`config.mk`:
```
export PLATFORM = sky130hd
export DESIGN_NAME = half_adder_led
export DESIGN_NICKNAME = d
export VERILOG_FILES = /design/src/rtl/half_adder_led.sv
export SDC_FILE = /design/constraint.sdc
export NUM_CORES = 1
export LEC_CHECK = 0
export ABC_CLOCK_PERIOD_IN_PS = 1210
export CAP_MARGIN = 20
export CORE_ASPECT_RATIO = 1.2
export CORE_MARGIN = 2
export CORE_UTILIZATION = 34
export CTS_CLUSTER_SIZE = 8
export DETAILED_ROUTE_END_ITERATION = 7
export PLACE_DENSITY = 0.69
export SETUP_SLACK_MARGIN = 0.05
export SYNTH_ARGS = -nofsm -noshare
export SYNTH_HDL_FRONTEND = slang
export SYNTH_SLANG_ARGS = --single-unit
```
`constraint.sdc`:
```
create_clock -name clk -period 1.21 [get_ports clk]
set_clock_uncertainty 0.2 [all_clocks]
set_input_delay 0.242 -clock clk [delete_from_list [all_inputs] [get_ports clk]]
set_output_delay 0.242 -clock clk [all_outputs]
set_load 0.05 [all_outputs]
```
`src/rtl/half_adder_led.sv`:
```
// Switch-driven half-adder demonstrator: two switches are synchronised and debounced.
// The operands, carry and sum are driven onto a registered 16-bit LED bank.
module half_adder_led #(
    parameter int unsigned DEBOUNCE_CYCLES = 4,
    parameter bit          LED_ACTIVE_LOW  = 1'b0
) (
    input  logic        clk,
    input  logic        rst,
    input  logic [1:0]  stswi,
    output logic [15:0] stled
);

    localparam int unsigned      CNT_W        = (DEBOUNCE_CYCLES > 1) ? $clog2(DEBOUNCE_CYCLES) : 1;
    localparam logic [CNT_W-1:0] CNT_LAST     = CNT_W'(DEBOUNCE_CYCLES - 1);
    localparam logic [15:0]      LED_POLARITY = LED_ACTIVE_LOW ? 16'hFFFF : 16'h0000;

    logic [1:0]            sync1_q;
    logic [1:0]            sync2_q;
    logic [1:0]            sw_q;
    logic [1:0]            sw_d;
    logic [1:0][CNT_W-1:0] cnt_q;
    logic [1:0][CNT_W-1:0] cnt_d;
    logic [15:0]           led_q;
    logic [15:0]           led_d;
    logic                  sum;
    logic                  carry;

    // Each bit keeps its own count of consecutive disagreeing clocks.
    always_comb begin
        for (int i = 0; i < 2; i++) begin
            sw_d[i]  = sw_q[i];
            cnt_d[i] = '0;
            if (sync2_q[i] != sw_q[i]) begin
                if (cnt_q[i] == CNT_LAST) begin
                    sw_d[i] = sync2_q[i];
                end else begin
                    cnt_d[i] = cnt_q[i] + CNT_W'(1);
                end
            end
        end
    end

    always_comb begin
        sum   = sw_q[0] ^ sw_q[1];
        carry = sw_q[0] & sw_q[1];
        led_d = {6'b0, sum, carry, 6'b0, sw_q[1], sw_q[0]} ^ LED_POLARITY;
    end

    always_ff @(posedge clk) begin
        if (rst) begin
            sync1_q <= '0;
            sync2_q <= '0;
            sw_q    <= '0;
            cnt_q   <= '0;
            led_q   <= LED_POLARITY;
        end else begin
            sync1_q <= stswi;
            sync2_q <= sync1_q;
            sw_q    <= sw_d;
            cnt_q   <= cnt_d;
            led_q   <= led_d;
        end
    end

    assign stled = led_q;

endmodule

```
### After elaboration in Yosys (flattened, before gate mapping)

Index checks and enable logic that the tools add are counted.

* output and inout port bits: 16
* latch bits: 0
* memory bits (writable): 0
* word-level logic and storage cells: 22
* memories kept: 0
* memory bits (read-only): 0
* register bits after elaboration: 26
* input bits: 4

* equal/unequal tests: 4
* add/subtract/negate cells: 2
* reductions and logical operators: 4
* divide/modulo/power cells: 0
* bitwise gates (word level): 4
* multiplexer cells: 0
* $mul: 0
* shift-type cells: 0
* $lt $le $gt $ge: 0

Operator list (count)
* OR reduction 3 bit: 2
* adder 2 x 1 -> 2 bit (second input constant): 2
* == test 2 bit (second input constant): 2
* AND reduction 2 bit: 2
* != test 1 bit: 2
* NOT 1 bit: 2
* AND 1 bit: 1
* XOR 1 bit: 1

### Depth between registers and ports, before layout

Gate-level depths: netlist (run 1).

* depth in word-level cells: 3
* mapped depth: 3
* mapped depth without buffers: 3

### Worst setup path before layout (run 1)

Ideal clock, no wire load.

* path type: register to register
* start point: reg cnt_q[0] (netlist name)
* end point: reg sw_q[0]
* data arrival time: 738 ps
* cell stages (with the launch flop): 4
* buffers on the path: 0
* period minus slack after synthesis: 1052 ps
* slack: 158 ps
* setup time: 114 ps
* required time: 896 ps
* cell sequence: dfxtp_1 -> ha_1 -> mux2i_1 -> nor2_1

* longest elaborated chain between the ends: 2

RTL lines
* start, declared: line 21 `logic [1:0][CNT_W-1:0] cnt_q;`
* start signal, assigned: line 60 `cnt_q <= cnt_d;`
* == test 2 bit: line 34 `if (cnt_q[i] == CNT_LAST) begin`
* AND reduction 2 bit (no source line)
* end signal, assigned: line 59 `sw_q <= sw_d;`
* end, declared: line 19 `logic [1:0] sw_q;`

Every way passes these cells.
A chain may end at the register's enable or synchronous reset.

### Final worst setup path (run 1)

* start point: reg led_q[9] (netlist: stled[9])
* end point: out stled[9]

RTL lines
* start, declared: line 23 `logic [15:0] led_q;`
* start signal, assigned: line 61 `led_q <= led_d;`
* end, declared: line 10 `output logic [15:0] stled`

No word-level cell between the ends.

==> results of run 1 <==
kinds of logic after synthesis:
logic type    Yosys count  share of synthesized area [%]
buf+inv                13                           18.0
other cells             1                          0.666
flops                  14                           49.8
xor+xnor                2                           3.11
mux                     2                           3.56
fa+ha+maj               3                           6.67
simple gates           14                           18.2
state kept, by name (all words and copies together), names as in the netlist:
register,count
sync1_q,2
sw_q,2
sync2_q,2
stled,4
cnt_q,4
final cells by class:
type | count | area [um^2] | area share, %
multi-input combinational | 33 | 244 | 34.2
tap | 18 | 22.5 | 3.16
timing repair buffer | 9 | 125 | 17.5
clock buffer | 4 | 36.3 | 5.09
sequential | 14 | 285 | 40.0
synthesized netlist by cell type:
| library cell | number |
|---|---|
| nor2b_1 | 6 |
| nor2_1 | 2 |
| nor4b_2 | 2 |
| buf_4 | 12 |
| xnor2_1 | 2 |
| mux2i_1 | 2 |
| buf_6 | 1 |
| dfxtp_1 | 14 |
| conb_1 | 1 |
| and2b_1 | 2 |
| ha_1 | 3 |
| nor4_1 | 2 |
through the flow:
step / area (um^2) / TNS, ps / hold slack, ps
global placement: 651 / -874 / 214
global route: 713 / -69.0 / 255
finish: 713 / 0 / 237
floorplan: 604 / 0 / 114
detailed placement: 651 / -1090 / 226
CTS: 692 / 0 / 240
placed cells by master, fill, tap and decap left out:
| cell | n |
|---|---|
| and2b_1 | 2 |
| buf_12 | 4 |
| buf_4 | 2 |
| clkbuf_4 | 3 |
| clkbuf_8 | 1 |
| clkdlybuf4s50_1 | 3 |
| conb_1 | 12 |
| dfxtp_1 | 10 |
| dfxtp_2 | 4 |
| ha_1 | 1 |
| ha_2 | 1 |
| ha_4 | 1 |
| mux2i_1 | 2 |
| nor2_1 | 2 |
| nor2b_1 | 6 |
| nor4_1 | 1 |
| nor4_2 | 1 |
| nor4b_2 | 2 |
| xnor2_1 | 2 |
per-layer routing:
| layer | part of all wire, % | global-route usage (%) |
|---|---|---|
| met5 | 0 | 0 |
| met4 | 2.5 | 10.2 |
| met3 | 7.9 | 3.21 |
| met2 | 48 | 9.90 |
| met1 | 42 | 9.41 |
where the power goes:
group	switching, uW	leakage, uW	internal, uW	total [uW]
Clock	140	0.0000210	183	322
Sequential	4.26	0.000116	468	473
Combinational	93.1	0.000159	20.2	113
Total	237	0.000296	671	908
path summary, 6_finish.rpt:
check | endpoint | slack [ps] | depth (start not counted)
max | stled[9] | 10 | 1
min | cnt_q[0] | 240 | 1
max reg2reg | sw_q[1] | 110 | 3
min reg2reg | cnt_q[0] | 240 | 1
what timing repair did:
item,CTS,global route
endpoints found under the setup margin,4,10
hold buffers,0,0
gates resized for setup,4,4
pin swaps,0,2
==> flow_metrics.env, run 1 <==
export IMPL_setup_worst_path_class="flip-flop to primary output"
export IMPL_path_delay_family="flip-flops"
export IMPL_wl_per_cell_um=8.78
export IMPL_avgSynthCellArea_um2=11.5
export IMPL_synthTopCellsByArea="dfxtp_1 (50%), buf_4 (16%), ha_1 (6.7%), nor2b_1 (6.7%), nor4b_2 (5.3%)"
export IMPL_utilization_pct=44.5
export IMPL_instances_no_fill=78
export IMPL_die_h_um=48.6
export IMPL_yosysSeqAreaShare_pct=49.8
export IMPL_routabilityCongestion=0.682
export IMPL_cap_violations=0
export IMPL_totalWireLength_um=685
export IMPL_cp_required_ps=770
export IMPL_synth_top_area_cell="dfxtp_1"
export IMPL_cpPeakStageDelay_ps=350
export IMPL_netlist_area_um2=563
export IMPL_startpoint_type="flip-flop"
export IMPL_yosysTopAreaCellShare_pct=49.8
export IMPL_cts_buffers=3
export IMPL_post_cts_buffers=0
export IMPL_cp_end_kind="primary output"
export IMPL_initial_core_util_pct=35.2
export IMPL_post_route_min_period_ps=1200
export IMPL_grt_pass1_wl_mm=1.07
export IMPL_ant_nets=0
export IMPL_cts_max_path_buffers=2
export IMPL_boundaryPins=20
export IMPL_clk_latency_ps=270
export IMPL_slew_violations=0
export IMPL_antenna_cells=0
export IMPL_viasPerCell=4.00
export IMPL_hold_violations=0
export IMPL_crit_start="stled[9]"
export IMPL_via_count=312
export IMPL_cts_tree="done"
export IMPL_grt_overflow_total=0
export IMPL_die_area_mm2=0.00200
export IMPL_critPathMaxFanout=1
export IMPL_clk_pin_slew_ps=80
export IMPL_grt_antenna_before_repair=0
export IMPL_period_share_pct=98.8
export IMPL_placedCellCount=74
export IMPL_clock_sinks=14
export IMPL_total_power_uw=908
export IMPL_fp_dieW_um=41.2
export IMPL_nets=68
export IMPL_setup_slack_ps=14.8
export IMPL_drt_pass1_iterations=2
export IMPL_status="complete, no violations"
export IMPL_drt_iter0_markers=1
export IMPL_rows=16
export IMPL_hpwlAfterDp_um=467
export IMPL_cpMaxStageDelayCell="dfxtp_2"
export IMPL_grt_max_degree=10
export IMPL_worstHoldPathType="flip-flop to flip-flop"
export IMPL_rsz0062_at_grt="yes"
export IMPL_cp_cell_sequence="buf_12"
export IMPL_leakage_uw=0.000296
export IMPL_core_region_area_mm2=0.00160
export IMPL_htree_levels=1
export IMPL_drive_gt1_share_pct=31.7
export IMPL_yosys_warnings=0
export IMPL_ys_ff_latch=14
export IMPL_max_freq_mhz=837
export IMPL_drc_errors=0
export IMPL_power_density_mw_per_mm2=1270
export IMPL_fillers=157
export IMPL_track_usage_pct=8.30
export IMPL_irDropWorstVdd_mv=0.757
export IMPL_io_buffers=7
export IMPL_pre_cts_slack_ps=-163
export IMPL_postSynthCellCount=49
export IMPL_worstPathArrival_ps=750
export IMPL_clk_root_buffer_cell="clkbuf_4"
export IMPL_hold_path_startpoint="cnt_q[0]"
export IMPL_r2r_start="cnt_q[2]"
export IMPL_setup_viol=0
export IMPL_grt_pass1_vias=291
export IMPL_synthDistinctLibCells=12
export IMPL_areaGrowthSynthToFinish_pct=26.7
export IMPL_path_buf_inv=1
No activity file was read; power rests on OpenSTA's default activity.
==> inputs of run 2 (changes only) <==
Settings changed: CORE_MARGIN 2 to default, GPL_TIMING_DRIVEN from default to 0.
==> run 2 against run 1 <==
  * Register-to-register slack better by 40 ps
  * Sequential power about the same
  * Non-clock buffer count up 11
  * Clock-buffer cell count down 1
  * Largest power group unchanged
  * Clock power down 26%
  * Via count up 2.6%
==> flow_metrics.env, run 2 (same netlist as run 1, synthesis figures left out) <==
export IMPL_fp_dieW_um=39.2
export IMPL_clk_latency_ps=260
export IMPL_irDropWorstVdd_mv=0.594
export IMPL_post_route_min_period_ps=1180
export IMPL_path_buf_inv=1
export IMPL_routabilityCongestion=0.613
export IMPL_cpMaxStageDelayCell="dfxtp_2"
export IMPL_post_dp_cell_area_um2=696
export IMPL_via_count=320
export IMPL_clk_pin_slew_ps=70
export IMPL_drive_gt1_share_pct=40.0
export IMPL_path_delay_family="flip-flops"
export IMPL_cts_tree="done"
export IMPL_slew_violations=0
export IMPL_clk_root_buffer_cell="clkbuf_4"
export IMPL_cpPeakStageDelay_ps=340
export IMPL_totalWireLength_um=620
export IMPL_core_region_area_mm2=0.00148
export IMPL_worstPathArrival_ps=740
export IMPL_ant_nets=0
export IMPL_hpwlAfterDp_um=469
export IMPL_rows=15
export IMPL_track_usage_pct=7.38
export IMPL_critPathMaxFanout=1
export IMPL_cp_cell_sequence="buf_8"
export IMPL_worstHoldPathType="input pin to flip-flop"
export IMPL_swShare_pct=26.3
export IMPL_utilization_pct=52.0
export IMPL_fillers=140
export IMPL_drc_errors=0
export IMPL_placedCellCount=84
export IMPL_io_buffers=7
export IMPL_period_share_pct=97.7
export IMPL_max_freq_mhz=846
export IMPL_fin_area_um2=771
export IMPL_htree_levels=1
export IMPL_instances_no_fill=87
export IMPL_initial_core_util_pct=38.0
export IMPL_cap_violations=0
export IMPL_pre_cts_slack_ps=-320
export IMPL_setup_slack_ps=28.3
export IMPL_cts_max_path_buffers=2
export IMPL_hold_violations=0
export IMPL_boundaryPins=20
export IMPL_viasPerCell=3.68
export IMPL_grt_pass1_wl_um=917
export IMPL_total_power_uw=853
export IMPL_nets=79
export IMPL_drt_iter0_markers=3
export IMPL_setup_viol=0
export IMPL_clock_sinks=14
export IMPL_drt_pass1_iterations=4
export IMPL_antenna_cells=0
export IMPL_cts_buffers=3
export IMPL_power_density_mw_per_mm2=1110
export IMPL_rsz0062_at_grt="yes"
export IMPL_switchingPower_uw=225
export IMPL_setup_worst_path_class="flip-flop to primary output"
export IMPL_grt_overflow_total=0
export IMPL_status="complete, no violations"
export IMPL_grt_max_degree=11
export IMPL_layout_common_cells="buf_4 (12), conb_1 (12), dfxtp_1 (10)"
export IMPL_cp_end_kind="primary output"
export IMPL_cp_required_ps=770
export IMPL_cts_hold_buf=0
export IMPL_areaGrowthSynthToFinish_pct=36.9
export IMPL_clock_power_share_pct=27.9
export IMPL_p_int_uw=629
export IMPL_leakage_uw=0.000355
export IMPL_grt_pass1_vias=230
export IMPL_p_seq_share_pct=55.4
export IMPL_comb_power_share_pct=16.7
export IMPL_die_h_um=46.6
export IMPL_startpoint_type="flip-flop"
export IMPL_grt_antenna_before_repair=0
export IMPL_die_area_mm2=0.00182
export IMPL_wl_per_cell_um=7.13
-- run 2: cell types whose count changed in the layout (fill, tap and decap cells not counted), sizes merged --
| cell | delta |
|---|---|
| clkbuf | -1 |
| dlymetal6s2s | +1 |
| clkdlybuf4s50 | -1 |
| buf | +11 |
-- run 2: what timing repair did --
| item | in CTS | in global routing |
|---|---|---|
| gates resized for setup | 34 | 7 |
| setup endpoints to repair | 4 | 10 |
| buffers inserted | 0 | 0 |
| pin swaps | 0 | 2 |
-- run 2: worst paths after layout --
check | end | from | depth (start not counted) | slack [ps]
setup / recovery | stled[9] | stled[9] | 1 | 30
setup reg to reg | sw_q[1] | cnt_q[2] | 3 | 150
hold / removal | stled[0] | rst | 2 | 50
hold reg to reg | sync2_q[0] | sync1_q[0] | 1 | 240
-- run 2: final cells by class --
class	count	area [um^2]	area share, %
repair buffers	7	92.6	12.0
plain buffers	13	101	13.1
multi-input cells	33	248	32.1
well taps	17	21.3	2.76
clock buffers	3	22.5	2.92
flip-flops and latches	14	285	37.0
-- run 2: per-layer routing --
layer  global-route usage, %  up-vias  wire length (um)  part of all wire [%]
met5                       0        -                 0                     0
li1                        -      178                 -                     -
met2                    10.3        8               303                    49
met1                    9.52      134               283                    46
met4                    6.21        0                 0                     0
met3                    1.45        0                33                   5.3
-- run 2: power by group through the flow --
stage	combinational (uW)	clock [uW]	sequential, uW
5_1_grt	150	277	473
6_report	142	238	472
4_1_cts	141	252	472
2_1_floorplan	128	0	482
3_5_place_dp	141	0	483
3_3_place_gp	141	0	482
-- run 2: per-stage QoR --
step / hold WS (ps) / setup TNS (ps)
after floorplan: 114 / 0
after detailed placement: 220 / -2970
after global placement: 214 / -3010
after CTS: 231 / 0
final: 53.7 / 0
after global routing: 76.2 / -11.5
==> inputs of run 3 (changes only) <==
Settings changed: CAP_MARGIN 20 to default.
==> results of run 3 <==
No change in the layout: final DEF, timing and power equal those of run 2.
